**config.mk**
```make
export PLATFORM = sky130hd
export DESIGN_NAME = e_seq_flat
export DESIGN_NICKNAME = d
export VERILOG_FILES = /design/src/rtl/e_seq_if.sv /design/src/rtl/e_seq.sv /design/src/flat_wrapper.sv
export SDC_FILE = /design/constraint.sdc
export NUM_CORES = 1
export LEC_CHECK = 0
export CAP_MARGIN = 20
export CELL_PAD_IN_SITES_DETAIL_PLACEMENT = 2
export CELL_PAD_IN_SITES_GLOBAL_PLACEMENT = 2
export CORE_ASPECT_RATIO = 1.2
export CORE_MARGIN = 8
export CORE_UTILIZATION = 32
export CTS_BUF_LIST = sky130_fd_sc_hd__clkbuf_4 sky130_fd_sc_hd__clkbuf_8
export DETAILED_ROUTE_END_ITERATION = 10
export GPL_ROUTABILITY_DRIVEN = 0
export MAX_ROUTING_LAYER = met4
export PLACE_DENSITY_LB_ADDON = 0.15
export SYNTH_ARGS = -nofsm -noshare
export SYNTH_HDL_FRONTEND = slang
export SYNTH_SLANG_ARGS = --single-unit
```
**constraint.sdc**
```tcl
create_clock -name clk -period 2.5 [get_ports clk]
set_input_delay 0.375 -clock clk [delete_from_list [all_inputs] [get_ports clk]]
set_output_delay 0.375 -clock clk [all_outputs]
set_load 0.05 [all_outputs]
```
**src/rtl/e_seq_if.sv**
```systemverilog
// Handshake bundle for the zero-bit enumerator: vector input side and grant output side.
interface e_seq_if #(parameter int W = 4);
   localparam int IW = $clog2(W);

   logic          in_vld_i;
   logic          in_rdy_o;
   logic [W-1:0]  in_x_i;
   logic          out_vld_o;
   logic          out_rdy_i;
   logic [W-1:0]  out_y_o;
   logic [IW-1:0] out_idx_o;
   logic          out_last_o;
   logic          empty_o;

   modport slave (
      input  in_vld_i, in_x_i, out_rdy_i,
      output in_rdy_o, out_vld_o, out_y_o, out_idx_o, out_last_o, empty_o
   );

   modport master (
      output in_vld_i, in_x_i, out_rdy_i,
      input  in_rdy_o, out_vld_o, out_y_o, out_idx_o, out_last_o, empty_o
   );
endinterface

```
**src/rtl/e_seq.sv**
```systemverilog
// Sequential zero-bit enumerator: walks a captured occupancy vector and grants
// each zero bit, highest first, one per accepted handshake.
//
// state | meaning
// IDLE  | waiting for a vector, in_rdy_o high
// WALK  | grant register valid, stepping down through zero bits
module e_seq #(
   parameter int W = 4
) (
   input logic    clk,
   input logic    arst_n,
   e_seq_if.slave bus
);
   localparam int IW = $clog2(W);
   localparam logic [0:0] IDLE = 1'b0;
   localparam logic [0:0] WALK = 1'b1;

   if (W < 2 || W > 8) begin : g_bad_width
      $error("e_seq: W must be in 2..8");
   end

   logic [0:0]    state;
   logic [W-1:0]  vec_q;
   logic [W-1:0]  grant_q;
   logic [IW-1:0] idx_q;
   logic          last_q;
   logic          empty_q;

   logic          accept;
   logic [W-1:0]  cand;
   logic [W-1:0]  nxt_grant;
   logic          nxt_last;
   logic          has_zero;

   // Bits strictly below the single set bit of g.
   function automatic logic [W-1:0] below_of(input logic [W-1:0] g);
      logic [W-1:0] b;
      logic         seen;
      b    = '0;
      seen = 1'b0;
      for (int i = W - 1; i >= 0; i--) begin
         b[i] = seen;
         seen = seen | g[i];
      end
      return b;
   endfunction

   function automatic logic [W-1:0] pick_top(input logic [W-1:0] c);
      logic [W-1:0] r;
      r = '0;
      for (int i = 0; i < W; i++) begin
         if (c[i]) begin
            r    = '0;
            r[i] = 1'b1;
         end
      end
      return r;
   endfunction

   function automatic logic [IW-1:0] encode(input logic [W-1:0] g);
      logic [IW-1:0] r;
      r = '0;
      for (int i = 0; i < W; i++) begin
         if (g[i]) r = i[IW-1:0];
      end
      return r;
   endfunction

   assign bus.in_rdy_o = (state == IDLE) | ((state == WALK) & last_q & bus.out_rdy_i);
   assign accept       = bus.in_vld_i & bus.in_rdy_o;

   // A fresh accept searches the incoming vector from the top; otherwise step below the current grant.
   always_comb begin
      cand      = '0;
      nxt_grant = '0;
      nxt_last  = 1'b0;
      has_zero  = 1'b0;
      if (accept) cand = ~bus.in_x_i;
      else        cand = ~vec_q & below_of(grant_q);
      nxt_grant = pick_top(cand);
      has_zero  = |cand;
      nxt_last  = ~|(cand & below_of(nxt_grant));
   end

   always_ff @(posedge clk or negedge arst_n) begin
      if (!arst_n) begin
         state   <= IDLE;
         vec_q   <= '1;
         grant_q <= '0;
         idx_q   <= '0;
         last_q  <= 1'b0;
         empty_q <= 1'b0;
      end else begin
         empty_q <= 1'b0;
         if (accept) begin
            vec_q <= bus.in_x_i;
            if (has_zero) begin
               state   <= WALK;
               grant_q <= nxt_grant;
               idx_q   <= encode(nxt_grant);
               last_q  <= nxt_last;
            end else begin
               state   <= IDLE;
               empty_q <= 1'b1;
               grant_q <= '0;
               idx_q   <= '0;
               last_q  <= 1'b0;
            end
         end else if (state == WALK && bus.out_rdy_i) begin
            if (last_q) begin
               state   <= IDLE;
               grant_q <= '0;
               idx_q   <= '0;
               last_q  <= 1'b0;
            end else begin
               grant_q <= nxt_grant;
               idx_q   <= encode(nxt_grant);
               last_q  <= nxt_last;
            end
         end
      end
   end

   assign bus.out_vld_o  = (state == WALK);
   assign bus.out_y_o    = grant_q;
   assign bus.out_idx_o  = idx_q;
   assign bus.out_last_o = last_q;
   assign bus.empty_o    = empty_q;
endmodule

```
**src/flat_wrapper.sv**
```systemverilog
// flat-port wrapper written by rule: the top's interface ports become plain ports
module e_seq_flat 
#(
   parameter int W = 4
)
  (clk, arst_n, bus_in_vld_i, bus_in_x_i, bus_out_rdy_i, bus_in_rdy_o, bus_out_vld_o, bus_out_y_o, bus_out_idx_o, bus_out_last_o, bus_empty_o);
  e_seq_if #(.W(W)) bus_i ();
  input logic clk;
  input logic arst_n;
  input wire logic [$bits(bus_i.in_vld_i)-1:0] bus_in_vld_i;
  input wire logic [$bits(bus_i.in_x_i)-1:0] bus_in_x_i;
  input wire logic [$bits(bus_i.out_rdy_i)-1:0] bus_out_rdy_i;
  output wire logic [$bits(bus_i.in_rdy_o)-1:0] bus_in_rdy_o;
  output wire logic [$bits(bus_i.out_vld_o)-1:0] bus_out_vld_o;
  output wire logic [$bits(bus_i.out_y_o)-1:0] bus_out_y_o;
  output wire logic [$bits(bus_i.out_idx_o)-1:0] bus_out_idx_o;
  output wire logic [$bits(bus_i.out_last_o)-1:0] bus_out_last_o;
  output wire logic [$bits(bus_i.empty_o)-1:0] bus_empty_o;
  assign bus_i.in_vld_i = bus_in_vld_i;
  assign bus_i.in_x_i = bus_in_x_i;
  assign bus_i.out_rdy_i = bus_out_rdy_i;
  assign bus_in_rdy_o = bus_i.in_rdy_o;
  assign bus_out_vld_o = bus_i.out_vld_o;
  assign bus_out_y_o = bus_i.out_y_o;
  assign bus_out_idx_o = bus_i.out_idx_o;
  assign bus_out_last_o = bus_i.out_last_o;
  assign bus_empty_o = bus_i.empty_o;
  e_seq #(.W(W)) u_core (.clk(clk), .arst_n(arst_n), .bus(bus_i));
endmodule
```
==> flow_metrics.env, run 1 <==
export IMPL_post_cts_setup_buffers=0
export IMPL_ant_nets=0
export IMPL_cts_max_level=1
export IMPL_clock_sinks=12
export IMPL_finalCritPeriodShare=0.815
export IMPL_clkTransAtPathRegs_ps=90
export IMPL_p_leak_nw=0.402
export IMPL_cp_num_cells=1
export IMPL_drt_initial_drc_count=4
export IMPL_place_ws_ps=465
export IMPL_final_util=0.453
export IMPL_root_buffer="clkbuf_4"
export IMPL_rsz0062_at_grt="false"
export IMPL_relSlewSlack=0.614
export IMPL_path_class="reg -> out"
export IMPL_fillers=255
export IMPL_cap_violations=0
export IMPL_antenna_found_initial=0
export IMPL_setup_ws_ps=463
export IMPL_worst_pin_slew_ps=577
export IMPL_numPortBuffers=17
export IMPL_wl_per_cell_um=17.1
export IMPL_diodes=0
export IMPL_cp_required_ps=2120
export IMPL_finalHoldViolCount=0
export IMPL_vdd_drop_max_uv=487
export IMPL_setup_violations_final=0
export IMPL_period_minus_slack_ps=2040
export IMPL_finalMaxSlewViolations=0
export IMPL_avgSynthCellArea_um2=9.43
export IMPL_min_path_type="in -> async"
export IMPL_critPathBufInv=1
export IMPL_gr_total_overflow=0
export IMPL_core_area_um2=2070
export IMPL_ys_seq_area_frac=0.430
export IMPL_insertion_delay_ps=290
export IMPL_most_common_layout_cells="clkdlybuf4s50_1 (16), nor2_1 (10), nand2_1 (9), dfrtp_1 (9), a21oi_1 (5)"
export IMPL_track_usage=0.123
export IMPL_cts_resized=0
export IMPL_cts_buffer_depth=2
export IMPL_final_cells=124
export IMPL_dp_hpwl_um=1670
export IMPL_cts_buffers_inserted=3
export IMPL_die_h_um=67.5
export IMPL_io_pins=18
export IMPL_status="finished clean"
export IMPL_reg2reg_depth=4
export IMPL_r2r_slack_ps=1080
export IMPL_ys_warn_count=0
export IMPL_crit_chain="clkdlybuf4s50_1"
export IMPL_row_count=18
export IMPL_syn_area_um2=707
export IMPL_startpoint_type="flip-flop"
export IMPL_dieArea_um2=3980
export IMPL_finalSetupTns_ps=0
export IMPL_multi_input_area_um2=375
export IMPL_grt_start_max_net_pins=13
export IMPL_cp_top_family="buffers and inverters"
export IMPL_cts_tree="built"
export IMPL_drt_total_wl_um=2120
export IMPL_cp_max_fo=7
export IMPL_layout_commonest_cell="clkdlybuf4s50_1"
export IMPL_syn_to_final_growth_pct=32.7
export IMPL_synth_seq_cells=12
export IMPL_regArea_um2=304
export IMPL_drc_errors=0
export IMPL_die_x_um=58.9
export IMPL_clock_skew_ps=0.788
export IMPL_netlist_instances=75
export IMPL_via_per_inst=5.14
export IMPL_p_per_area_nw_per_um2=1210
export IMPL_nets=103
export IMPL_holdBufCountCts=0
export IMPL_drive_above_1_share=0.149
export IMPL_syn_nets=83
export IMPL_timing_critical_path_arrival_ps=1660
export IMPL_fmax_mhz=491
export IMPL_vias=637
export IMPL_cp_slowest_cell="clkdlybuf4s50_1"
export IMPL_firstDrtPassIters=4
export IMPL_end_kind="output port"
export IMPL_worst_path_largest_cell_delay_ps=870
export IMPL_grt_first_pass_wirelength_um=3560
export IMPL_yosysUniqueCellTypes=31
export IMPL_fin_total_pwr_mw=1.14
export IMPL_grt_pass1_vias=691
export IMPL_placed_cells=120
export IMPL_initial_utilization=0.341
## metal layers
layer	share of wire	global-route usage
met1	0.47	0.153
met2	0.47	0.186
met3	0.039	0.0266
met4	0.017	0.0539
met5	0	-
## synth_stat cells
cell type | instances | area, um^2
nor2_1 | 10 | 37.5
dfrtp_1 | 9 | 225
nand2_1 | 9 | 33.8
a21oi_1 | 5 | 25.0
o21ai_0 | 4 | 20.0
a211oi_1 | 3 | 22.5
dfstp_2 | 3 | 78.8
inv_1 | 3 | 11.3
mux2_2 | 3 | 33.8
a22o_1 | 2 | 17.5
buf_2 | 2 | 10.0
mux2i_1 | 2 | 20.0
nor2b_1 | 2 | 12.5
a21boi_4 | 1 | 18.8
a221o_1 | 1 | 10.0
a32oi_1 | 1 | 8.76
and2b_1 | 1 | 7.51
inv_4 | 1 | 6.26
nand2_8 | 1 | 20.0
nand2b_1 | 1 | 6.26
nand3_1 | 1 | 5.00
nand4_1 | 1 | 6.26
nand4b_1 | 1 | 8.76
o21ai_1 | 1 | 5.00
o21bai_1 | 1 | 7.51
o221ai_1 | 1 | 8.76
o22ai_1 | 1 | 6.26
o31a_1 | 1 | 8.76
o31ai_1 | 1 | 7.51
o32ai_1 | 1 | 8.76
xnor2_1 | 1 | 8.76
## logic make-up after synthesis
kind of cell / Yosys count / synth area share
muxes: 5 / 0.0761
buffers and inverters: 6 / 0.0389
DFF: 12 / 0.430
AOI/OAI and AO/OA: 24 / 0.248
xor gates and xnor gates: 1 / 0.0124
and+or+nand+nor: 27 / 0.195
## path summary, 6_finish.rpt
path / startpoint / end
max: u_core.bus.out_last_o / bus_out_last_o
min: arst_n / u_core.bus.out_idx_o[0]
max reg2reg: u_core.bus.out_vld_o / u_core.bus.out_last_o
min reg2reg: u_core.bus.out_y_o[0] / u_core.bus.out_y_o[0]
max in group asynchronous: arst_n / u_core.vec_q[1]
min in group clk: u_core.bus.out_y_o[0] / u_core.bus.out_y_o[0]
## sequential cells by signal, indices dropped and copies added (netlist names)
register,count
u_core.bus.empty_o,1
u_core.bus.out_idx_o,2
u_core.bus.out_last_o,1
u_core.bus.out_vld_o,1
u_core.bus.out_y_o,4
u_core.vec_q,3
## final cells by class
type	count	share of cell area
Clock buffer	4	0.0387
Timing Repair Buffer	17	0.179
Tap cell	30	0.0400
Inverter	4	0.0187
Sequential cell	12	0.324
Multi-Input combinational cell	57	0.400
## where the power goes
group          switching (mW)  internal (mW)  total [mW]
Sequential             0.0883          0.286       0.374
Combinational           0.373          0.219       0.593
Clock                  0.0795         0.0887       0.168
## stage by stage
| step | hold slack, ps | area (um^2) |
|---|---|---|
| final | 450 | 938 |
| after global routing | 479 | 938 |
| after CTS | 467 | 938 |
| after detailed placement | 499 | 902 |
| after global placement | 481 | 902 |
| after floorplan | 79.4 | 707 |
Note: power is estimated with default switching activity, not from simulation.
==> run 2: changes to the inputs <==
--- a/config.mk
+++ b/config.mk
@@ -10,7 +10,7 @@
 export CELL_PAD_IN_SITES_GLOBAL_PLACEMENT = 2
 export CORE_ASPECT_RATIO = 1.2
 export CORE_MARGIN = 8
-export CORE_UTILIZATION = 32
+export CORE_UTILIZATION = 27
 export CTS_BUF_LIST = sky130_fd_sc_hd__clkbuf_4 sky130_fd_sc_hd__clkbuf_8
 export DETAILED_ROUTE_END_ITERATION = 10
 export GPL_ROUTABILITY_DRIVEN = 0
==> constraint.sdc (replaced) <==
create_clock -name clk -period 1.75 [get_ports clk]
set_input_delay 0.2625 -clock clk [delete_from_list [all_inputs] [get_ports clk]]
set_output_delay 0.2625 -clock clk [all_outputs]
set_load 0.05 [all_outputs]
==> run 2 against run 1 <==
Utilization decreased by 6.8 points; clock skew increased by 4.7 ps; non-clock buffer count increased by 4; worst hold slack got worse by 98 ps; sequential cell count unchanged; sequential share of layout area decreased by 0.80 points; combinational power increased by 46%; register-to-register slack got worse by 730 ps; final cell count increased by 5.6%.
==> flow_metrics.env, run 2 (synthesis gave the netlist of run 1 again) <==
export IMPL_diodes=0
export IMPL_r2r_slack_ps=350
export IMPL_final_cells=131
export IMPL_placed_cells=127
export IMPL_gr_total_overflow=0
export IMPL_initial_utilization=0.283
export IMPL_finalSetupTns_ps=0
export IMPL_drt_total_wl_um=2310
export IMPL_cp_max_fo=8
export IMPL_dp_hpwl_um=1790
export IMPL_cp_required_ps=1490
export IMPL_finalHoldViolCount=0
export IMPL_cap_violations=0
export IMPL_path_class="reg -> out"
export IMPL_firstDrtPassIters=6
export IMPL_period_minus_slack_ps=1550
export IMPL_cts_buffer_depth=2
export IMPL_setup_violations_final=0
export IMPL_cts_buffers_inserted=3
export IMPL_status="finished clean"
export IMPL_root_buffer="clkbuf_4"
export IMPL_grt_util_met2=0.197
export IMPL_row_count=20
export IMPL_track_usage=0.114
export IMPL_final_util=0.385
export IMPL_syn_to_final_growth_pct=36.1
export IMPL_p_leak_nw=0.438
export IMPL_drt_initial_drc_count=22
export IMPL_fillers=305
export IMPL_cts_max_level=1
export IMPL_numPortBuffers=17
export IMPL_wl_per_cell_um=17.6
export IMPL_grt_first_pass_wirelength_um=4010
export IMPL_insertion_delay_ps=280
export IMPL_via_per_inst=5.14
export IMPL_top_usage_layer="met2"
export IMPL_rsz0062_at_grt="false"
export IMPL_holdBufCountCts=0
export IMPL_finalCritPeriodShare=0.886
export IMPL_relSlewSlack=0.606
export IMPL_timing_critical_path_arrival_ps=1290
export IMPL_largest_register_ffs=4
export IMPL_use_met1=0.126
export IMPL_dieArea_um2=4520
export IMPL_core_area_um2=2500
export IMPL_drive_above_1_share=0.276
export IMPL_nets=107
export IMPL_vias=673
export IMPL_drc_errors=0
export IMPL_clkTransAtPathRegs_ps=90
export IMPL_die_x_um=62.7
export IMPL_most_common_layout_cells="buf_4 (13), nor2_1 (10), nand2_1 (9), dfrtp_1 (9), clkdlybuf4s50_1 (7)"
export IMPL_layout_commonest_cell="buf_4"
export IMPL_vdd_drop_max_uv=629
export IMPL_ant_nets=0
export IMPL_grt_use_met3=0.0308
export IMPL_grt_pass1_vias=743
export IMPL_worst_pin_slew_ps=589
export IMPL_clock_skew_ps=5.52
export IMPL_grt_start_max_net_pins=13
export IMPL_cts_tree="built"
export IMPL_startpoint_type="flip-flop"
export IMPL_end_kind="output port"
export IMPL_place_ws_ps=75.5
export IMPL_p_per_area_nw_per_um2=1700
export IMPL_post_cts_setup_buffers=0
export IMPL_clock_sinks=12
export IMPL_cts_resized=0
export IMPL_setup_ws_ps=199
export IMPL_antenna_found_initial=0
export IMPL_finalMaxSlewViolations=0
export IMPL_min_path_type="in -> async"
export IMPL_io_pins=18
export IMPL_fmax_mhz=645
export IMPL_die_h_um=72.1
[run 2: cell types whose count changed in the layout (fill, tap and decap cells not counted), sizes merged]
cell / change
buf: +13
clkdlybuf4s50: -9
[run 2: where the power goes]
part	switching, mW	total (mW)	internal, mW
Sequential	0.135	0.543	0.409
Combinational	0.542	0.867	0.325
Clock	0.103	0.229	0.126
Total	0.780	1.64	0.860
[run 2: critical path, cell delays in order, from the launching register on]
cell,delay (ps)
dfrtp_1,480
a21boi_4,280
inv_4,90
buf_12,160
[run 2: worst paths after layout]
path,startpoint,cells after the start,endpoint
worst min register to register,u_core.bus.out_idx_o[0],2,u_core.bus.out_idx_o[0]
worst max-delay path,u_core.bus.out_vld_o,3,bus_in_rdy_o
worst max register to register,u_core.bus.out_vld_o,5,u_core.bus.out_y_o[0]
min in group clk,u_core.bus.out_idx_o[0],2,u_core.bus.out_idx_o[0]
worst min-delay path,arst_n,1,u_core.bus.out_idx_o[1]
max in group asynchronous,arst_n,1,u_core.bus.empty_o
[run 2: stage by stage]
| stage | cell area, um^2 | hold slack (ps) | power [mW] |
|---|---|---|---|
| global route | 962 | 384 | 1.74 |
| detailed placement | 926 | 499 | 1.42 |
| floorplan | 707 | -33.1 | 1.10 |
| global placement | 926 | 494 | 1.41 |
| finish | 962 | 352 | 1.64 |
| CTS | 962 | 376 | 1.66 |
[run 2: area by class of cell]
cell class / count / area, um^2 / area share
clock buffers: 4 / 36.3 / 0.0377
inverters: 4 / 17.5 / 0.0182
multi-input cells: 57 / 375 / 0.390
flip-flops and latches: 12 / 304 / 0.316
well taps: 33 / 41.3 / 0.0429
repair buffers: 21 / 188 / 0.195
[run 2: layer usage]
layer  wire length, um  vias up
met5                 0        -
met4                46        0
met3                84        7
met2              1170       17
met1              1020      331
li1                  -      318
==> run 3: changes to the inputs <==
--- a/config.mk
+++ b/config.mk
@@ -8,7 +8,6 @@
 export CAP_MARGIN = 20
 export CELL_PAD_IN_SITES_DETAIL_PLACEMENT = 2
 export CELL_PAD_IN_SITES_GLOBAL_PLACEMENT = 2
-export CORE_ASPECT_RATIO = 1.2
 export CORE_MARGIN = 8
 export CORE_UTILIZATION = 27
 export CTS_BUF_LIST = sky130_fd_sc_hd__clkbuf_4 sky130_fd_sc_hd__clkbuf_8
==> run 3 against run 2 <==
Routed wire length fell by 1.0%; clock skew increased by 4.5 ps; first-iteration DRC count shrank 86%; sequential cell count is the same; count of clock-buffer cells in the layout stayed put; power fell by 1.6%; global-route usage is 0.42 points higher; via count down 4.8%; die area fell by 0.14%; setup slack lost 26 ps; design area is 1.8% lower.
==> flow_metrics.env, run 3 (synthesis gave the netlist of run 1 again) <==
export IMPL_grt_start_max_net_pins=13
export IMPL_p_sw_uw=780
export IMPL_cp_required_ps=1490
export IMPL_antenna_found_initial=0
export IMPL_numPortBuffers=17
export IMPL_cp_max_fo=8
export IMPL_path_class="reg -> out"
export IMPL_most_common_layout_cells="buf_4 (12), nor2_1 (10), nand2_1 (9), dfrtp_1 (9), clkdlybuf4s50_1 (7)"
export IMPL_die_x_um=67.2
export IMPL_clkTransAtPathRegs_ps=90
export IMPL_setup_ws_ps=174
export IMPL_m1WireLength_um=1070
export IMPL_syn_to_final_growth_pct=33.6
export IMPL_cts_max_level=1
export IMPL_gr_total_overflow=0
export IMPL_cts_buffers_inserted=3
export IMPL_largest_register_ffs=4
export IMPL_routed_top_layer="met4"
export IMPL_insertion_delay_ps=280
export IMPL_firstDrtPassIters=4
export IMPL_grt_first_pass_wirelength_um=3870
export IMPL_vdd_drop_max_uv=701
export IMPL_cts_buffer_depth=2
export IMPL_initial_utilization=0.285
export IMPL_layout_commonest_cell="buf_4"
export IMPL_setup_violations_final=0
export IMPL_cp_slowest_cell="dfrtp_1"
export IMPL_worst_path_largest_cell_delay_ps=490
export IMPL_drt_initial_drc_count=3
export IMPL_fin_area_um2=945
export IMPL_cts_tree="built"
export IMPL_end_kind="output port"
export IMPL_min_path_type="in -> async"
export IMPL_place_ws_ps=37.5
export IMPL_timing_critical_path_arrival_ps=1310
export IMPL_dp_hpwl_um=1780
export IMPL_io_pins=18
export IMPL_drt_total_wl_um=2290
export IMPL_placed_cells=123
export IMPL_holdBufCountCts=0
export IMPL_switching_share=0.483
export IMPL_power_frac_seq=0.339
export IMPL_die_h_um=67.2
export IMPL_relSlewSlack=0.600
export IMPL_finalSetupTns_ps=0
export IMPL_drc_errors=0
export IMPL_finalCritPeriodShare=0.901
export IMPL_cp_top_family="flip-flops"
export IMPL_critPathBufInv=2
export IMPL_p_clk_frac=0.129
export IMPL_drive_above_1_share=0.268
export IMPL_track_usage=0.119
export IMPL_route_met3_wl_um=94
export IMPL_met2_length_um=1110
export IMPL_diodes=0
export IMPL_cts_resized=0
export IMPL_clock_sinks=12
export IMPL_via_per_inst=5.05
export IMPL_finalMaxSlewViolations=0
export IMPL_whs_ps=350
export IMPL_rsz0062_at_grt="false"
export IMPL_worst_pin_slew_ps=598
export IMPL_crit_chain="a21boi_4 > inv_4 > buf_12"
export IMPL_pwr_share_comb=0.533
export IMPL_vias=641
export IMPL_status="finished clean"
export IMPL_finalHoldViolCount=0
export IMPL_fillers=288
export IMPL_fin_total_pwr_mw=1.61
export IMPL_final_cells=127
export IMPL_post_cts_setup_buffers=0
export IMPL_clock_skew_ps=10.0
export IMPL_p_int_uw=833
export IMPL_period_minus_slack_ps=1580
export IMPL_root_buffer="clkbuf_4"
export IMPL_dieArea_um2=4510
export IMPL_ant_nets=0
export IMPL_core_area_um2=2480
export IMPL_row_count=18
export IMPL_placed_area_um2=915
export IMPL_p_per_area_nw_per_um2=1710
export IMPL_grt_pass1_vias=763
export IMPL_final_util=0.381
export IMPL_wl_per_cell_um=18.0
export IMPL_cap_violations=0
export IMPL_startpoint_type="flip-flop"
export IMPL_nets=106
export IMPL_p_leak_nw=0.431
export IMPL_fmax_mhz=634
[run 3: power groups by stage]
stage          clock, mW  combinational [mW]  sequential, mW
2_1_floorplan          0               0.344           0.754
3_3_place_gp           0               0.856           0.545
4_1_cts            0.215               0.873           0.549
6_report           0.208               0.859           0.546
3_5_place_dp           0               0.865           0.553
5_1_grt            0.226               0.919           0.573
[run 3: area by class of cell]
cell class	instances	area, um^2	share of cell area
inverter	4	17.5	0.0185
tap	30	37.5	0.0397
sequential	12	304	0.322
multi-input combinational	57	375	0.397
clock buffer	4	30.0	0.0318
timing repair buffer	20	180	0.191
[run 3: path summary, 6_finish.rpt]
check                           depth (start not counted)                    start  slack, ps                 endpoint
worst max-delay path                                    3     u_core.bus.out_vld_o        170             bus_in_rdy_o
worst min-delay path                                    1                   arst_n        350    u_core.bus.out_last_o
worst max register to register                          5     u_core.bus.out_vld_o        320  u_core.bus.out_idx_o[1]
worst min register to register                          2  u_core.bus.out_idx_o[0]        520  u_core.bus.out_idx_o[0]
max in group asynchronous                               1                   arst_n       1000    u_core.bus.out_y_o[3]
min in group clk                                        2  u_core.bus.out_idx_o[0]        520  u_core.bus.out_idx_o[0]
[run 3: metal layers]
layer  vias to the layer above  global-route usage
met5                         -                   -
met4                         0              0.0470
met3                         2              0.0298
met2                        10               0.188
met1                       315               0.141
li1                        314                   -
